==> config.mk <==
export PLATFORM = sky130hd
export DESIGN_NAME = seg7_scan_ctrl
export DESIGN_NICKNAME = d
export VERILOG_FILES = /design/src/rtl/seg7_pkg.sv /design/src/rtl/seg7_decoder.sv /design/src/rtl/seg7_scan_ctrl.sv
export SDC_FILE = /design/constraint.sdc
export NUM_CORES = 1
export LEC_CHECK = 0
export CAP_MARGIN = 20
export CORE_MARGIN = 5
export CORE_UTILIZATION = 45
export CTS_CLUSTER_SIZE = 28
export DETAILED_ROUTE_END_ITERATION = 12
export PLACE_DENSITY = 0.66
export SYNTH_ARGS = -nofsm -noshare
export SYNTH_HDL_FRONTEND = slang
export SYNTH_SLANG_ARGS = --single-unit
==> constraint.sdc <==
create_clock -name clk -period 2.63 [get_ports clk]
set_clock_uncertainty 0.05 [all_clocks]
set_input_delay 0.263 -clock clk [delete_from_list [all_inputs] [get_ports clk]]
set_output_delay 0.263 -clock clk [all_outputs]
set_load 0.02 [all_outputs]
==> src/rtl/seg7_pkg.sv <==
// Shared constants for the 7-segment scan controller: digit width,
// active-low segment patterns {a,b,c,d,e,f,g} and scan FSM states.
package seg7_pkg;

  localparam int unsigned DIGIT_W = 4;

  localparam logic [6:0] SEG_BLANK = 7'h7F;
  localparam logic [6:0] SEG_H     = 7'b1001000;

  localparam logic [6:0] SEG_0 = 7'b0000001;
  localparam logic [6:0] SEG_1 = 7'b1001111;
  localparam logic [6:0] SEG_2 = 7'b0010010;
  localparam logic [6:0] SEG_3 = 7'b0000110;
  localparam logic [6:0] SEG_4 = 7'b1001100;
  localparam logic [6:0] SEG_5 = 7'b0100100;
  localparam logic [6:0] SEG_6 = 7'b0100000;
  localparam logic [6:0] SEG_7 = 7'b0001111;
  localparam logic [6:0] SEG_8 = 7'b0000000;
  localparam logic [6:0] SEG_9 = 7'b0001100;

  typedef enum logic [1:0] {
    ST_IDLE  = 2'd0,
    ST_BLANK = 2'd1,
    ST_SHOW  = 2'd2
  } scan_state_e;

endpackage

==> src/rtl/seg7_decoder.sv <==
// BCD to active-low 7-segment decoder; values above 9 show 'H'.
module seg7_decoder
  import seg7_pkg::*;
(
  input  logic [DIGIT_W-1:0] digit,
  output logic [6:0]         seg
);

  // Table lookup of the segment pattern for one digit
  always_comb begin
    seg = SEG_H;
    case (digit)
      4'd0:    seg = SEG_0;
      4'd1:    seg = SEG_1;
      4'd2:    seg = SEG_2;
      4'd3:    seg = SEG_3;
      4'd4:    seg = SEG_4;
      4'd5:    seg = SEG_5;
      4'd6:    seg = SEG_6;
      4'd7:    seg = SEG_7;
      4'd8:    seg = SEG_8;
      4'd9:    seg = SEG_9;
      default: seg = SEG_H;
    endcase
  end

endmodule

==> src/rtl/seg7_scan_ctrl.sv <==
// Time-multiplexed scan controller for an N-digit common-anode display.
// Double-buffered frame, blanking gap at each slot start, registered outputs.
module seg7_scan_ctrl
  import seg7_pkg::*;
#(
  parameter int unsigned N_DIGITS  = 4,
  parameter int unsigned CLK_DIV   = 50000,
  parameter int unsigned BLANK_CYC = 500
) (
  input  logic                          clk,
  input  logic                          rst_n,
  input  logic                          en,
  input  logic                          load,
  input  logic [DIGIT_W*N_DIGITS-1:0]   digits_in,
  input  logic [N_DIGITS-1:0]           dp_in,
  input  logic                          lz_blank,
  output logic [6:0]                    seg,
  output logic                          dp,
  output logic [N_DIGITS-1:0]           an,
  output logic                          pending,
  output logic                          frame_done
);

  localparam int unsigned CNT_W = $clog2(CLK_DIV);
  localparam int unsigned IDX_W = $clog2(N_DIGITS);
  localparam logic [CNT_W-1:0] CNT_LAST = CNT_W'(CLK_DIV - 1);
  localparam logic [CNT_W-1:0] CNT_SHOW = CNT_W'(BLANK_CYC);
  localparam logic [IDX_W-1:0] IDX_LAST = IDX_W'(N_DIGITS - 1);

  scan_state_e                       state_q, state_d;
  logic [CNT_W-1:0]                  cnt_q, cnt_d;
  logic [IDX_W-1:0]                  idx_q, idx_d;
  logic [N_DIGITS-1:0][DIGIT_W-1:0]  shadow_q, shadow_d;
  logic [N_DIGITS-1:0][DIGIT_W-1:0]  pend_buf_q, pend_buf_d;
  logic [N_DIGITS-1:0]               dp_sh_q, dp_sh_d;
  logic [N_DIGITS-1:0]               dp_pend_q, dp_pend_d;
  logic                              pending_q, pending_d;
  logic                              frame_done_q, frame_done_d;
  logic [6:0]                        seg_q, seg_d;
  logic                              dp_q, dp_d;
  logic [N_DIGITS-1:0]               an_q, an_d;
  logic                              wrap_end;
  logic                              xfer;
  logic                              lz_run;
  logic [N_DIGITS-1:0]               lz_mask;
  logic [6:0]                        dec_seg;

  seg7_decoder u_dec (
    .digit (shadow_q[idx_q]),
    .seg   (dec_seg)
  );

  // Prescaler, digit index and scan phase
  always_comb begin
    state_d  = state_q;
    cnt_d    = cnt_q;
    idx_d    = idx_q;
    wrap_end = 1'b0;
    if (!en) begin
      state_d = ST_IDLE;
      cnt_d   = '0;
      idx_d   = '0;
    end else if (state_q == ST_IDLE) begin
      state_d = ST_BLANK;
      cnt_d   = '0;
      idx_d   = '0;
    end else if (cnt_q == CNT_LAST) begin
      state_d = ST_BLANK;
      cnt_d   = '0;
      if (idx_q == IDX_LAST) begin
        wrap_end = 1'b1;
        idx_d    = '0;
      end else begin
        idx_d = idx_q + 1'b1;
      end
    end else begin
      cnt_d   = cnt_q + 1'b1;
      state_d = (cnt_d < CNT_SHOW) ? ST_BLANK : ST_SHOW;
    end
  end

  // Pending/shadow buffers; the transfer takes the old pending data before a same-cycle load
  always_comb begin
    shadow_d   = shadow_q;
    dp_sh_d    = dp_sh_q;
    pend_buf_d = pend_buf_q;
    dp_pend_d  = dp_pend_q;
    pending_d  = pending_q;
    xfer       = pending_q && (wrap_end || !en);
    if (xfer) begin
      shadow_d  = pend_buf_q;
      dp_sh_d   = dp_pend_q;
      pending_d = 1'b0;
    end
    if (load) begin
      pend_buf_d = digits_in;
      dp_pend_d  = dp_in;
      pending_d  = 1'b1;
    end
    frame_done_d = wrap_end;
  end

  // Leading-zero mask: set for zero digits from the top down to the first nonzero, never digit 0
  always_comb begin
    lz_mask = '0;
    lz_run  = lz_blank;
    for (int unsigned k = N_DIGITS - 1; k >= 1; k--) begin
      lz_run     = lz_run && (shadow_q[k] == '0);
      lz_mask[k] = lz_run;
    end
  end

  // Next display outputs from the current scan position
  always_comb begin
    an_d  = '1;
    seg_d = SEG_BLANK;
    dp_d  = 1'b1;
    if (en && (state_q == ST_SHOW) && !lz_mask[idx_q]) begin
      an_d[idx_q] = 1'b0;
      seg_d       = dec_seg;
      dp_d        = ~dp_sh_q[idx_q];
    end
  end

  // State and output registers
  always_ff @(posedge clk or negedge rst_n) begin
    if (!rst_n) begin
      state_q      <= ST_IDLE;
      cnt_q        <= '0;
      idx_q        <= '0;
      shadow_q     <= '0;
      dp_sh_q      <= '0;
      pend_buf_q   <= '0;
      dp_pend_q    <= '0;
      pending_q    <= 1'b0;
      frame_done_q <= 1'b0;
      seg_q        <= SEG_BLANK;
      dp_q         <= 1'b1;
      an_q         <= '1;
    end else begin
      state_q      <= state_d;
      cnt_q        <= cnt_d;
      idx_q        <= idx_d;
      shadow_q     <= shadow_d;
      dp_sh_q      <= dp_sh_d;
      pend_buf_q   <= pend_buf_d;
      dp_pend_q    <= dp_pend_d;
      pending_q    <= pending_d;
      frame_done_q <= frame_done_d;
      seg_q        <= seg_d;
      dp_q         <= dp_d;
      an_q         <= an_d;
    end
  end

  assign seg        = seg_q;
  assign dp         = dp_q;
  assign an         = an_q;
  assign pending    = pending_q;
  assign frame_done = frame_done_q;

endmodule
==> results of run 1 <==
==> final cells by class <==
type / instances / area [sq um] / share of cell area (%)
sequential: 74 / 1870 / 44.0
multi-input combinational: 193 / 1580 / 37.3
timing repair buffer: 44 / 435 / 10.3
tap: 102 / 128 / 3.01
clock buffer: 9 / 124 / 2.92
clock inverter: 7 / 82.6 / 1.95
inverter: 7 / 26.3 / 0.619
==> layout by cell type, fill, tap and decap left out, types with 2 or more instances in the layout <==
cell type,netlist,final
clkinvlp_4,0,2
nor3_1,6,6
inv_1,7,7
nor4_1,3,3
a31oi_1,2,2
mux4_2,5,5
dfstp_2,12,12
nor2_1,29,29
o21a_1,3,3
mux2_4,20,20
inv_6,0,3
and4_1,2,2
clkdlybuf4s50_1,0,37
or3_1,2,2
xor2_1,6,6
ha_1,9,9
nand2_1,17,17
mux2i_1,3,3
mux2_2,20,20
clkbuf_8,0,9
o22ai_1,2,2
nand3_1,7,7
dfrtp_1,62,62
a21oi_1,5,5
buf_4,4,4
nand2b_1,5,5
nand3b_1,2,2
xnor2_1,9,9
o21ai_0,9,9
nor4_2,2,2
nand4_1,7,7
==> kinds of logic (layout without fill, tap and decap cells) <==
| kind of cell | count (synthesis) | in the layout | share of synthesized area, % |
|---|---|---|---|
| flip-flops | 74 | 74 | 52.4 |
| adder cells (fa/ha/maj) | 9 | 9 | 3.16 |
| AND/OR/NAND/NOR | 91 | 91 | 13.3 |
| XOR/XNOR | 15 | 15 | 3.69 |
| AO/OA/AOI/OAI | 30 | 30 | 5.44 |
| buffers and inverters | 21 | 67 | 3.20 |
| multiplexers | 48 | 48 | 18.8 |
==> power by group <==
part	leakage [nW]	internal [mW]	total [mW]	switching, mW
clock network	0.0988	0.454	0.924	0.470
logic	0.731	0.207	0.337	0.131
registers	0.896	1.23	1.30	0.0695
total	1.73	1.89	2.56	0.670
==> metal layers <==
| layer | up-vias | global-route usage (%) |
|---|---|---|
| met3 | 11 | 2.90 |
| met1 | 1104 | 20.0 |
| met5 | - | 0 |
| met4 | 0 | 6.83 |
| li1 | 1108 | - |
| met2 | 39 | 21.3 |
==> worst max-delay path by stage <==
| stage | slack, ns | cells past startpoint | end |
|---|---|---|---|
| 2_1_floorplan | 0.60 | 8 | dp_sh_q[0] |
| 6_report | 0.36 | 8 | shadow_q[2] |
| 3_3_place_gp | 0.41 | 7 | state_q[1] |
| 5_1_grt | 0.14 | 7 | state_q[1] |
| 3_5_place_dp | 0.37 | 8 | shadow_q[8] |
| 4_1_cts | 0.35 | 8 | shadow_q[2] |
==> stage by stage <==
| step | hold slack [ns] | setup slack (ns) | instances | cell area (sq um) | power, mW |
|---|---|---|---|---|---|
| finish | 0.403 | 0.363 | 436 | 4240 | 2.56 |
| global route | 0.458 | 0.144 | 436 | 4240 | 2.69 |
| global placement | 0.263 | 0.409 | 419 | 4030 | 1.65 |
| detailed placement | 0.269 | 0.371 | 419 | 4030 | 1.66 |
| CTS | 0.412 | 0.352 | 436 | 4240 | 2.61 |
| floorplan | -0.0826 | 0.604 | 288 | 3560 | 1.54 |
==> flip-flops by register name (all words and copies together), names as in the netlist <==
name and count:
shadow_q 16, cnt_q 16, frame_done 1, an 4, idx_q 2, pend_buf_q 16
dp 1, pending 1, dp_pend_q 4, seg 7, state_q 2, dp_sh_q 4
==> impl_metrics.json, run 1 <==
{
  "final_nets": 363,
  "cpPeakStageDelay_ns": 0.42,
  "peakVddDrop_uv": 330,
  "core_area_sq_um": 7730,
  "crit_chain": "ha_1 > and3_4 > and4_1 > nand4_1 > o21ai_2 > nand2_2 > buf_4 > mux2_4",
  "ys_seq_area_share_pct": 52.4,
  "vias": 2262,
  "finalCoreUtilization_pct": 54.9,
  "ios": 39,
  "p_leak_nw": 1.73,
  "fillCellCount": 678,
  "m1WireLength_mm": 3.20,
  "clkTransAtPathRegs_ns": 0.09,
  "area_delta_synth_final_pct": 19.1,
  "clk_latency_ns": 0.36,
  "post_cts_resized": 0,
  "wl_met2_mm": 2.95,
  "cts_tree": "built",
  "final_layout_size_suffix_gt1_share_pct": 25.4,
  "yosys.area.top_type_share_pct": 43.6,
  "synth_most_common_cell": "dfrtp_1",
  "clock-sinks": 74,
  "period_needed_ns": 2.27,
  "totalWireLength_mm": 6.53,
  "synth_area_leaders": "dfrtp_1 44%, dfstp_2 8.9%, mux2_4 8.4%, mux2_2 6.3%, ha_1 3.2%",
  "dr_wl_met3_um": 242,
  "critPathKind": "flop to flop",
  "drv_slew": 0,
  "ys_warn_count": 0,
  "setup_violations": 0,
  "h-tree-depth": 3,
  "drc": 0,
  "grt_max_degree": 33,
  "track_usage_pct": 14.3,
  "start_util_pct": 46.1,
  "r2r-end": "shadow_q[2]",
  "fin_crit_sh_pct": 86.2,
  "synth_nets": 322,
  "highest_layer": "met4",
  "end_kind": "flop",
  "async_flop_share_pct": 100,
  "post_drt_wl_per_cell_um": 15.0,
  "finalHoldViolations": 0,
  "crit_path_max_fanout": 20,
  "die_w_um": 99.0,
  "synth_flop_cell": "dfrtp_1",
  "num_antenna_cells": 0,
  "cp.arrival_ns": 2.45,
  "ant_nets": 0,
  "powerDensity_nw_per_um2": 604,
  "yosysTopAreaCell": "dfrtp_1",
  "rr_worst_depth": 8,
  "finalSetupTns_ns": 0,
  "port_buffers": 38,
  "ys_ff_latch": 74,
  "critical_path.startpoint": "cnt_q[0]",
  "synth_edf_count": 0,
  "postCtsHoldBufs": 1,
  "rr_startpoint": "cnt_q[0]",
  "cts_inserted_buffers": 9,
  "rsz0062_at_grt": "false",
  "netlist_area_sq_um": 3560,
  "critPathLaunchType": "flop",
  "synth_common_cells": "62 x dfrtp_1, 29 x nor2_1, 20 x mux2_2, 20 x mux2_4, 17 x nand2_1",
  "drv_cap": 0,
  "firstDrtPassIters": 4,
  "syn_inst": 288,
  "dp_hpwl_mm": 4.70,
  "crit_buf_inv": 1,
  "cp_data_required_time_ns": 2.82,
  "timing.fmax_ghz": 0.441,
  "cts_buffer_depth": 2,
  "dieArea_sq_um": 9800,
  "relSlewSlack_pct": 59.4,
  "viasPerCell": 5.19,
  "initialDrtViolationCount": 94,
  "path_delay_family": "simple AND/OR/NAND/NOR gates",
  "gp_routability_congestion": 0.808,
  "rrSetupSlack_ns": 0.36,
  "syn_avg_cell_area_sq_um": 12.4,
  "grt_pass1_wl_mm": 11.1,
  "worst_pin_slew_ns": 0.609,
  "antenna_found_initial": 0,
  "ys_types": 49,
  "grt_pass1_vias": 2281,
  "die_y_um": 99.0,
  "rows": 32,
  "cp_slowest_cell": "dfrtp_1",
  "grt_overflow": 0,
  "outcome": "finished, final reports clean",
  "cts-root-buf": "clkbuf_8",
  "cts_setup_buffers": 0,
  "holdCritPathClass": "primary input to asynchronous set/reset pin"
}
No activity file was read; power rests on OpenSTA's default activity.
==> run 2: changes to the inputs <==
--- a/config.mk
+++ b/config.mk
@@ -5,7 +5,7 @@
 export SDC_FILE = /design/constraint.sdc
 export NUM_CORES = 1
 export LEC_CHECK = 0
-export CAP_MARGIN = 20
+export CAP_MARGIN = 10
 export CORE_MARGIN = 5
 export CORE_UTILIZATION = 45
 export CTS_CLUSTER_SIZE = 28
==> results of run 2 <==
The final DEF is identical to that of run 1; final timing and power are the same.
==> run 3: changes to the inputs <==
--- a/config.mk
+++ b/config.mk
@@ -11,6 +11,7 @@
 export CTS_CLUSTER_SIZE = 28
 export DETAILED_ROUTE_END_ITERATION = 12
 export PLACE_DENSITY = 0.66
+export SLEW_MARGIN = 20
 export SYNTH_ARGS = -nofsm -noshare
 export SYNTH_HDL_FRONTEND = slang
 export SYNTH_SLANG_ARGS = --single-unit
==> results of run 3 <==
The final DEF is identical to that of run 1; final timing and power are the same.
